### config.mk
export PLATFORM = sky130hd
export DESIGN_NAME = twos_to_bcd
export DESIGN_NICKNAME = d
export VERILOG_FILES = /design/src/rtl/twos_to_bcd_pkg.sv /design/src/rtl/twos_to_bcd_bcd_add3.sv /design/src/rtl/twos_to_bcd.sv
export SDC_FILE = /design/constraint.sdc
export NUM_CORES = 1
export LEC_CHECK = 0
export CAP_MARGIN = 20
export CORE_MARGIN = 2
export CORE_UTILIZATION = 58
export CTS_CLUSTER_SIZE = 30
export DETAILED_ROUTE_END_ITERATION = 10
export PLACE_DENSITY = 0.91
export RECOVER_POWER = 50
export SLEW_MARGIN = 20
export SYNTH_ARGS = -nofsm -noshare
export SYNTH_HDL_FRONTEND = slang
export SYNTH_SLANG_ARGS = --single-unit
### constraint.sdc
create_clock -name Clk -period 2.4 [get_ports Clk]
set_clock_uncertainty 0.1 [all_clocks]
set_input_delay 0.36 -clock Clk [delete_from_list [all_inputs] [get_ports Clk]]
set_output_delay 0.36 -clock Clk [all_outputs]
set_load 0.01 [all_outputs]
### src/rtl/twos_to_bcd_pkg.sv
// Shared definitions for the signed/unsigned byte to three-digit BCD converter.
// Holds the controller state encoding and the double-dabble constants.
package twos_to_bcd_pkg;

  // Controller states: wait for a request, iterate, publish the result
  typedef enum logic [1:0] {
    IDLE  = 2'd0,
    SHIFT = 2'd1,
    DONE  = 2'd2
  } state_t;

  // One double-dabble iteration per input bit
  localparam logic [3:0] ITER_COUNT  = 4'd8;
  // A digit at or above this value would overflow past 9 after the next shift
  localparam logic [3:0] ADD3_THRESH = 4'd5;
  localparam logic [3:0] ADD3_INC    = 4'd3;

endpackage

### src/rtl/twos_to_bcd_bcd_add3.sv
// Per-digit double-dabble correction: adds 3 to a BCD digit that is 5 or more
// so that the following left shift carries correctly into the next digit.
// Ports:
//   digit     - current BCD digit
//   corrected - digit after the conditional +3
module bcd_add3
  import twos_to_bcd_pkg::*;
(
  input  logic [3:0] digit,
  output logic [3:0] corrected
);

  // Conditional +3 correction
  always_comb begin
    corrected = digit;
    if (digit >= ADD3_THRESH) begin
      corrected = digit + ADD3_INC;
    end else begin
      corrected = digit;
    end
  end

endmodule

### src/rtl/twos_to_bcd.sv
// Converts an 8-bit unsigned or two's-complement value into a sign flag and
// three BCD digits using an iterative double-dabble (one bit per cycle).
// Ports:
//   Clk, nReset        - clock and asynchronous active-low reset
//   Start, Bin, Signed - conversion request, value and signedness (captured together)
//   Busy, Done         - conversion in progress / one-cycle result-valid pulse
//   Neg                - result is negative (minus-sign digit)
//   Bcd2, Bcd1, Bcd0   - hundreds, tens and units of the magnitude
//   En2, En1, En0      - leading-zero-blanking digit enables
module twos_to_bcd
  import twos_to_bcd_pkg::*;
#(
  parameter int WIDTH = 8
) (
  input  logic             Clk,
  input  logic             nReset,
  input  logic             Start,
  input  logic [WIDTH-1:0] Bin,
  input  logic             Signed,
  output logic             Busy,
  output logic             Done,
  output logic             Neg,
  output logic [3:0]       Bcd2,
  output logic [3:0]       Bcd1,
  output logic [3:0]       Bcd0,
  output logic             En2,
  output logic             En1,
  output logic             En0
);

  state_t             state_r;
  state_t             state_nxt_s;
  logic [3:0]         cnt_r;
  logic [WIDTH-1:0]   mag_r;
  logic [11:0]        bcd_r;
  logic               neg_r;
  logic               accept_s;
  logic               neg_in_s;
  logic [WIDTH-1:0]   mag_in_s;
  logic [11:0]        bcd_corr_s;
  logic [11+WIDTH:0]  shift_next_s;

  assign accept_s = (state_r == IDLE) && Start;
  assign neg_in_s = Signed & Bin[WIDTH-1];
  // 0x80 negates to itself, which read as unsigned is the required 128
  assign mag_in_s = neg_in_s ? (~Bin + {{(WIDTH-1){1'b0}}, 1'b1}) : Bin;

  bcd_add3 u_add3_2 (.digit(bcd_r[11:8]), .corrected(bcd_corr_s[11:8]));
  bcd_add3 u_add3_1 (.digit(bcd_r[7:4]),  .corrected(bcd_corr_s[7:4]));
  bcd_add3 u_add3_0 (.digit(bcd_r[3:0]),  .corrected(bcd_corr_s[3:0]));

  // Shift the corrected digits and the remaining magnitude bits together
  assign shift_next_s = {bcd_corr_s, mag_r} << 1'b1;

  // Controller state register
  always_ff @(posedge Clk or negedge nReset) begin
    if (!nReset) begin
      state_r <= IDLE;
    end else begin
      state_r <= state_nxt_s;
    end
  end

  // Controller next-state logic; Start is only looked at in IDLE, so requests
  // during SHIFT or DONE are dropped rather than queued
  always_comb begin
    state_nxt_s = state_r;
    case (state_r)
      IDLE: begin
        if (Start) begin
          state_nxt_s = SHIFT;
        end else begin
          state_nxt_s = IDLE;
        end
      end
      SHIFT: begin
        if (cnt_r == (ITER_COUNT - 4'd1)) begin
          state_nxt_s = DONE;
        end else begin
          state_nxt_s = SHIFT;
        end
      end
      DONE:    state_nxt_s = IDLE;
      default: state_nxt_s = IDLE;
    endcase
  end

  // Capture operands on acceptance and run the double-dabble iterations
  always_ff @(posedge Clk or negedge nReset) begin
    if (!nReset) begin
      mag_r <= {WIDTH{1'b0}};
      bcd_r <= 12'd0;
      cnt_r <= 4'd0;
      neg_r <= 1'b0;
    end else if (accept_s) begin
      mag_r <= mag_in_s;
      bcd_r <= 12'd0;
      cnt_r <= 4'd0;
      neg_r <= neg_in_s;
    end else if (state_r == SHIFT) begin
      {bcd_r, mag_r} <= shift_next_s;
      cnt_r          <= cnt_r + 4'd1;
    end else begin
      cnt_r <= cnt_r;
    end
  end

  // Registered outputs; the result is published only on the edge leaving DONE,
  // which is also the edge that raises Done
  always_ff @(posedge Clk or negedge nReset) begin
    if (!nReset) begin
      Busy <= 1'b0;
      Done <= 1'b0;
      Neg  <= 1'b0;
      Bcd2 <= 4'd0;
      Bcd1 <= 4'd0;
      Bcd0 <= 4'd0;
      En2  <= 1'b0;
      En1  <= 1'b0;
      En0  <= 1'b1;
    end else begin
      Busy <= (state_nxt_s != IDLE);
      Done <= (state_r == DONE);
      if (state_r == DONE) begin
        Neg  <= neg_r;
        Bcd2 <= bcd_r[11:8];
        Bcd1 <= bcd_r[7:4];
        Bcd0 <= bcd_r[3:0];
        En2  <= |bcd_r[11:8];
        En1  <= |bcd_r[11:4];
        En0  <= 1'b1;
      end else begin
        Neg  <= Neg;
      end
    end
  end

endmodule

==> impl_metrics.json, run 1 <==
{
  "grt_util_all_layers_pct": 20.3,
  "postRouteAntennaNets": 0,
  "internal_power_w": 0.00188,
  "fin_total_pwr_w": 0.00306,
  "grt_start_max_net_pins": 25,
  "syn_to_final_growth_pct": 18.1,
  "drt_drc_violations_left": 0,
  "synth_seq_cells": 44,
  "min_period_over_period_pct": 77.4,
  "coreArea_sq_um": 3390,
  "arrival_ns": 2.30,
  "totalWireLength_um": 3750,
  "cts.clk_slew.worst_paths_ns": 0.12,
  "fmax_mhz": 538,
  "fp.dieArea_sq_um": 4110,
  "stdcell_area_sq_um": 2470,
  "nets": 262,
  "port_buffers": 28,
  "synthFlopType": "dfrtp_1",
  "cp_data_required_time_ns": 2.84,
  "cts.path.max_buffers": 2,
  "critPathSlowestCell": "clkbuf_1",
  "synth_area_leader_cell": "dfrtp_1",
  "status": "finished, final reports clean",
  "die_x_um": 64.1,
  "syn_area_sq_um": 2090,
  "syn_area_per_cell_sq_um": 10.1,
  "yosysSeqAreaShare_pct": 52.6,
  "wl_per_cell_um": 13.1,
  "viasPerCell": 5.49,
  "diodes": 0,
  "slew_headroom_pct": 14.1,
  "power_frac_comb_pct": 46.0,
  "worstPathCellList": "dlygate4sd3_1 -> clkbuf_1 -> clkbuf_2",
  "path_buf_inv": 3,
  "die_h_um": 64.1,
  "clock_latency_ns": 0.37,
  "synth_async_sr_flop_share_pct": 100,
  "ir_drop_mv": 0.605,
  "synthCells": 208,
  "post_dp_cell_area_sq_um": 2410,
  "cts_tree": "built",
  "num_io_pins": 30,
  "power_density_nw_per_um2": 1240,
  "rsz0062_at_grt": "no",
  "p_seq_share_pct": 41.7,
  "root_buffer": "clkbuf_4",
  "fillers": 258,
  "drive_above_1_share_pct": 7.47,
  "critPathKind": "in2async",
  "clock-sinks": 44,
  "drt_iter0_drc": 78,
  "worst_pin_slew_ns": 1.29,
  "cpLargestDelayFamily": "buffers and inverters",
  "hpwl_um": 2780,
  "ys_types": 37,
  "setup_ws_ns": 0.542,
  "slew_violations": 0,
  "max_stage_delay_ns": 0.94,
  "cts_buffers": 5,
  "start_kind": "primary input",
  "antenna_found_initial": 0,
  "finalHoldViolCount": 0,
  "tns_ns": 0,
  "vias": 1577,
  "pre_cts_slack_ns": 0.537,
  "p_sw_w": 0.00118,
  "min_path_type": "reg2reg",
  "maxCapViolCount": 0,
  "setup_viol": 0,
  "gp_congestion": 0.842,
  "synth_common_cells": "dfrtp_1, nand2_1, nor2_1, inv_1, o21ai_0",
  "cp-end-kind": "async pin",
  "synth_nets": 230,
  "cellLeakagePower_nw": 1.16,
  "power_frac_clock_pct": 12.3,
  "worst_hold_slack_ns": 0.394,
  "start_util_pct": 61.8,
  "yosysWarnings": 0,
  "synth_edf_count": 0,
  "first_pass_iters": 5,
  "grt_pass1_vias": 1480,
  "rows": 21,
  "grt_pass1_wl_um": 6340,
  "synth.most_common_cell": "dfrtp_1",
  "h-tree-depth": 2,
  "fin_crit_ns": 1.86,
  "crit_fanout": 24,
  "grt-ovfl-total": 0,
  "yosys-top-cells-area": "dfrtp_1, nand2_1, ha_1, xnor2_1, o21ai_0",
  "swShare_pct": 38.5,
  "synth_top_area_share_pct": 52.6,
  "cts-resized-gates": 0
}
## layer usage
metal  up-vias  share of wire [%]  GRT usage (%)
met4         0                2.2           9.78
li1        779                  -              -
met2        44                 50           35.0
met1       746                 43           24.1
met3         8                4.3           4.23
met5         -                  0              0
## cell type report
type	instances	area (sq um)	area share, %
clock inverters	2	10.0	0.405
repair buffers	34	315	12.8
multi-input cells	143	891	36.0
flip-flops and latches	44	1100	44.5
well taps	46	57.6	2.33
inverters	12	46.3	1.87
clock buffers	6	51.3	2.07
## worst register-to-register path, cell delays in order, from the launching register on
cell,delay [ns]
dfrtp_1,0.42
inv_1,0.14
ha_1,0.22
nand2b_1,0.08
a21oi_2,0.24
mux2_2,0.36
o21ai_1,0.12
## timing repair
action / 4_1_cts / 5_1_grt
buffers inserted: 0 / 0
hold buffers: 1 / 0
endpoints found under the hold margin: 22 / 0
## path summary, 6_finish.rpt
path / from / endpoint / slack (ns) / cells past startpoint
min in group asynchronous: nReset / Bcd2[2]$_DFFE_PN0P_ / 0.69 / 2
setup reg to reg: bcd_r[0]$_DFFE_PN0P_ / bcd_r[2]$_DFFE_PN0P_ / 0.65 / 6
hold reg to reg: Bcd1[0]$_DFFE_PN0P_ / Bcd1[0]$_DFFE_PN0P_ / 0.39 / 2
max in group Clk: bcd_r[0]$_DFFE_PN0P_ / bcd_r[2]$_DFFE_PN0P_ / 0.65 / 6
setup / recovery: nReset / bcd_r[8]$_DFFE_PN0P_ / 0.54 / 3
hold / removal: Bcd1[0]$_DFFE_PN0P_ / Bcd1[0]$_DFFE_PN0P_ / 0.39 / 2
## registers in the layout, indices dropped and copies added, names as in the netlist
name / count
bcd_r: 12
cnt_r: 4
Bcd1: 4
Busy: 1
Neg: 1
neg_r: 1
En1: 1
Bcd2: 4
state_r: 2
En2: 1
mag_r: 8
Bcd0: 4
Done: 1
## placed cells by master, fill, tap and decap left out, types with 3 or more instances in the layout
cell type and count:
clkdlybuf4s50_1 27, ha_1 10, inv_1 11, a21oi_1 10
mux2i_1 4, o22ai_1 7, a22o_1 3, o21ai_1 5
dfrtp_1 44, nand2_1 36, a32o_1 3, buf_4 3
xnor2_1 8, nor3_1 5, nand2b_1 4, clkbuf_4 5
o31ai_1 3, o21ai_0 11, nor2_1 14
## through the flow
step | utilization [%] | cells
2_1_floorplan | - | 208
3_3_place_gp | 71.1 | 278
3_5_place_dp | 71.1 | 278
4_1_cts | 73.2 | 287
5_1_grt | 72.9 | 287
6_report | 72.9 | 287
## kinds of logic (layout without fill, tap and decap cells)
| family | count (synthesis) | count (layout) | share of synthesized area, % |
|---|---|---|---|
| DFF | 44 | 44 | 52.6 |
| and+or+nand+nor | 65 | 65 | 13.6 |
| muxes | 5 | 5 | 2.45 |
| other | 1 | 1 | 0.179 |
| adders and majority gates | 10 | 10 | 5.98 |
| buffers and inverters | 21 | 54 | 4.84 |
| AOI/OAI and AO/OA | 52 | 52 | 16.1 |
| xor gates and xnor gates | 10 | 10 | 4.18 |
## power by group through the flow
stage	logic, W	clock network [W]	registers, W
2_1_floorplan	0.000953	0	0.00130
3_3_place_gp	0.00136	0	0.00127
3_5_place_dp	0.00142	0	0.00129
4_1_cts	0.00143	0.000381	0.00128
5_1_grt	0.00157	0.000420	0.00132
6_report	0.00141	0.000376	0.00127
Power figures use the tool's default switching activity.
==> inputs of run 2 (changes only) <==
--- a/config.mk
+++ b/config.mk
@@ -7,10 +7,10 @@
 export LEC_CHECK = 0
 export CAP_MARGIN = 20
 export CORE_MARGIN = 2
-export CORE_UTILIZATION = 58
+export CORE_UTILIZATION = 54
 export CTS_CLUSTER_SIZE = 30
 export DETAILED_ROUTE_END_ITERATION = 10
-export PLACE_DENSITY = 0.91
+export PLACE_DENSITY = 0.86
 export RECOVER_POWER = 50
 export SLEW_MARGIN = 20
 export SYNTH_ARGS = -nofsm -noshare
==> constraint.sdc (replaced) <==
create_clock -name Clk -period 1.89 [get_ports Clk]
set_clock_uncertainty 0.1 [all_clocks]
set_input_delay 0.2835 -clock Clk [delete_from_list [all_inputs] [get_ports Clk]]
set_output_delay 0.2835 -clock Clk [all_outputs]
set_load 0.01 [all_outputs]
==> run 2 against run 1 <==
  * First-iteration DRC count grew 60%
  * Power grew 38%
  * Sequential share of layout area shrank 1.5 points
  * Die area grew 6.9%
  * Largest power group unchanged
  * Non-clock buffer count grew 2
  * Register-to-register slack lost 0.48 ns
  * Worst hold slack lost 0.018 ns
  * Cell count grew 1.4%
  * Clock-buffer cell count is the same
==> impl_metrics.json, run 2 (synthesis results as in run 1) <==
{
  "coreArea_sq_um": 3690,
  "min_path_type": "reg2reg",
  "drive_above_1_share_pct": 7.82,
  "grt_pass1_vias": 1483,
  "vias": 1562,
  "maxCapViolCount": 0,
  "slew_violations": 0,
  "port_buffers": 28,
  "drt_drc_violations_left": 0,
  "drt_iter0_drc": 125,
  "rows": 22,
  "first_pass_iters": 4,
  "grt_pass1_wl_um": 6760,
  "arrival_ns": 1.84,
  "cp-end-kind": "flip-flop",
  "wl_per_cell_um": 13.2,
  "fmax_mhz": 583,
  "gp_congestion": 0.824,
  "nets": 264,
  "fillers": 314,
  "start_kind": "flip-flop",
  "ff2ff_setup_slack_ns": 0.17,
  "cts_buffers": 5,
  "r2r_cells": 6,
  "critPathSlowestCell": "dfrtp_1",
  "min_period_over_period_pct": 90.8,
  "grt-ovfl-total": 0,
  "post_cts_buffers": 0,
  "root_buffer": "clkbuf_8",
  "fin_cells": 291,
  "numPlacedInstances": 282,
  "max_stage_delay_ns": 0.40,
  "postRouteAntennaNets": 0,
  "crit_fanout": 4,
  "hold_buffers": 1,
  "syn_to_final_growth_pct": 22.4,
  "cts_tree": "built",
  "diodes": 0,
  "fp.dieArea_sq_um": 4390,
  "clock_latency_ns": 0.31,
  "cellLeakagePower_nw": 1.19,
  "fin_crit_ns": 1.72,
  "rsz0062_at_grt": "no",
  "largest_reg_flops": 12,
  "status": "finished, final reports clean",
  "viasPerCell": 5.37,
  "die_h_um": 66.3,
  "layout_common_cells": "dfrtp_1, nand2_1, clkdlybuf4s50_1",
  "antenna_found_initial": 0,
  "largestRegisters": "bcd_r: 12 flops, mag_r: 8 flops",
  "cts.clk_slew.worst_paths_ns": 0.08,
  "start_util_pct": 56.8,
  "clock-sinks": 44,
  "final_common_cell": "dfrtp_1",
  "cts-resized-gates": 0,
  "setup_viol": 0,
  "finalHoldViolCount": 0,
  "grt_start_max_net_pins": 25,
  "cts.path.max_buffers": 2,
  "tns_ns": 0,
  "hpwl_um": 2860,
  "h-tree-depth": 2,
  "die_x_um": 66.3,
  "num_io_pins": 30,
  "top_register": "bcd_r",
  "slew_headroom_pct": 20.9,
  "worstPathCellList": "inv_1 -> ha_1 -> nand2b_1 -> a21oi_2 -> mux2_2 -> o21ai_1",
  "hold_depth": 2,
  "power_density_nw_per_um2": 1650,
  "cp_data_required_time_ns": 2.01,
  "ir_drop_mv": 0.868,
  "totalWireLength_um": 3850,
  "critPathKind": "reg2reg",
  "grt_util_all_layers_pct": 20.7,
  "worst_pin_slew_ns": 1.19
}
==> run 2: changes by cell type in the layout (fill, tap and decap cells not counted), sizes merged <==
cell / change
buf: +2
clkinv: -1
bufinv: +1
==> run 2: worst paths after layout <==
| kind | end | start |
|---|---|---|
| worst min-delay path | Bcd1[2]$_DFFE_PN0P_ | Bcd1[2]$_DFFE_PN0P_ |
| worst min register to register | Bcd1[2]$_DFFE_PN0P_ | Bcd1[2]$_DFFE_PN0P_ |
| worst max register to register | bcd_r[2]$_DFFE_PN0P_ | bcd_r[0]$_DFFE_PN0P_ |
| min in group asynchronous | Done$_DFF_PN0_ | nReset |
| max in group asynchronous | mag_r[2]$_DFFE_PN0P_ | nReset |
| worst max-delay path | bcd_r[2]$_DFFE_PN0P_ | bcd_r[0]$_DFFE_PN0P_ |
==> run 2: area by class of cell <==
class | instances | area [sq um] | share of cell area, %
flip-flops and latches | 44 | 1100 | 43.0
multi-input cells | 143 | 891 | 34.8
repair buffers | 36 | 342 | 13.3
clock buffers | 6 | 82.6 | 3.22
well taps | 48 | 60.1 | 2.34
inverters | 12 | 46.3 | 1.81
clock inverters | 2 | 38.8 | 1.51
==> run 2: through the flow <==
step           total power (W)  setup WS [ns]  area (sq um)  hold WS (ns)  util [%]
6_report               0.00422          0.174          2560         0.375      69.4
5_1_grt                0.00459         0.0191          2560         0.395      69.4
4_1_cts                0.00427          0.159          2570         0.383      69.7
3_5_place_dp           0.00350          0.129          2440         0.181      66.1
3_3_place_gp           0.00339          0.168          2440         0.170      66.1
2_1_floorplan          0.00286          0.340          2090        -0.112         -
==> run 2: routing by layer <==
layer	global-route usage, %	wire length [um]
met2	35.3	1910
met1	25.4	1720
met5	0	0
met4	6.12	49
met3	6.13	163
==> run 2: worst max-delay path, delay by kind of cell (launching register included) <==
kind	cells	cell delay, ns
buffers and inverters	1	0.14
flip-flops	1	0.40
multiplexers	1	0.36
adder cells (fa/ha/maj)	1	0.21
AO/OA/AOI/OAI	2	0.35
AND/OR/NAND/NOR	1	0.08
==> run 2: power breakdown <==
group	leakage (nW)	internal (W)	switching, W
Clock	0.0614	0.000432	0.000320
Sequential	0.566	0.00134	0.000291
Combinational	0.567	0.000904	0.000927
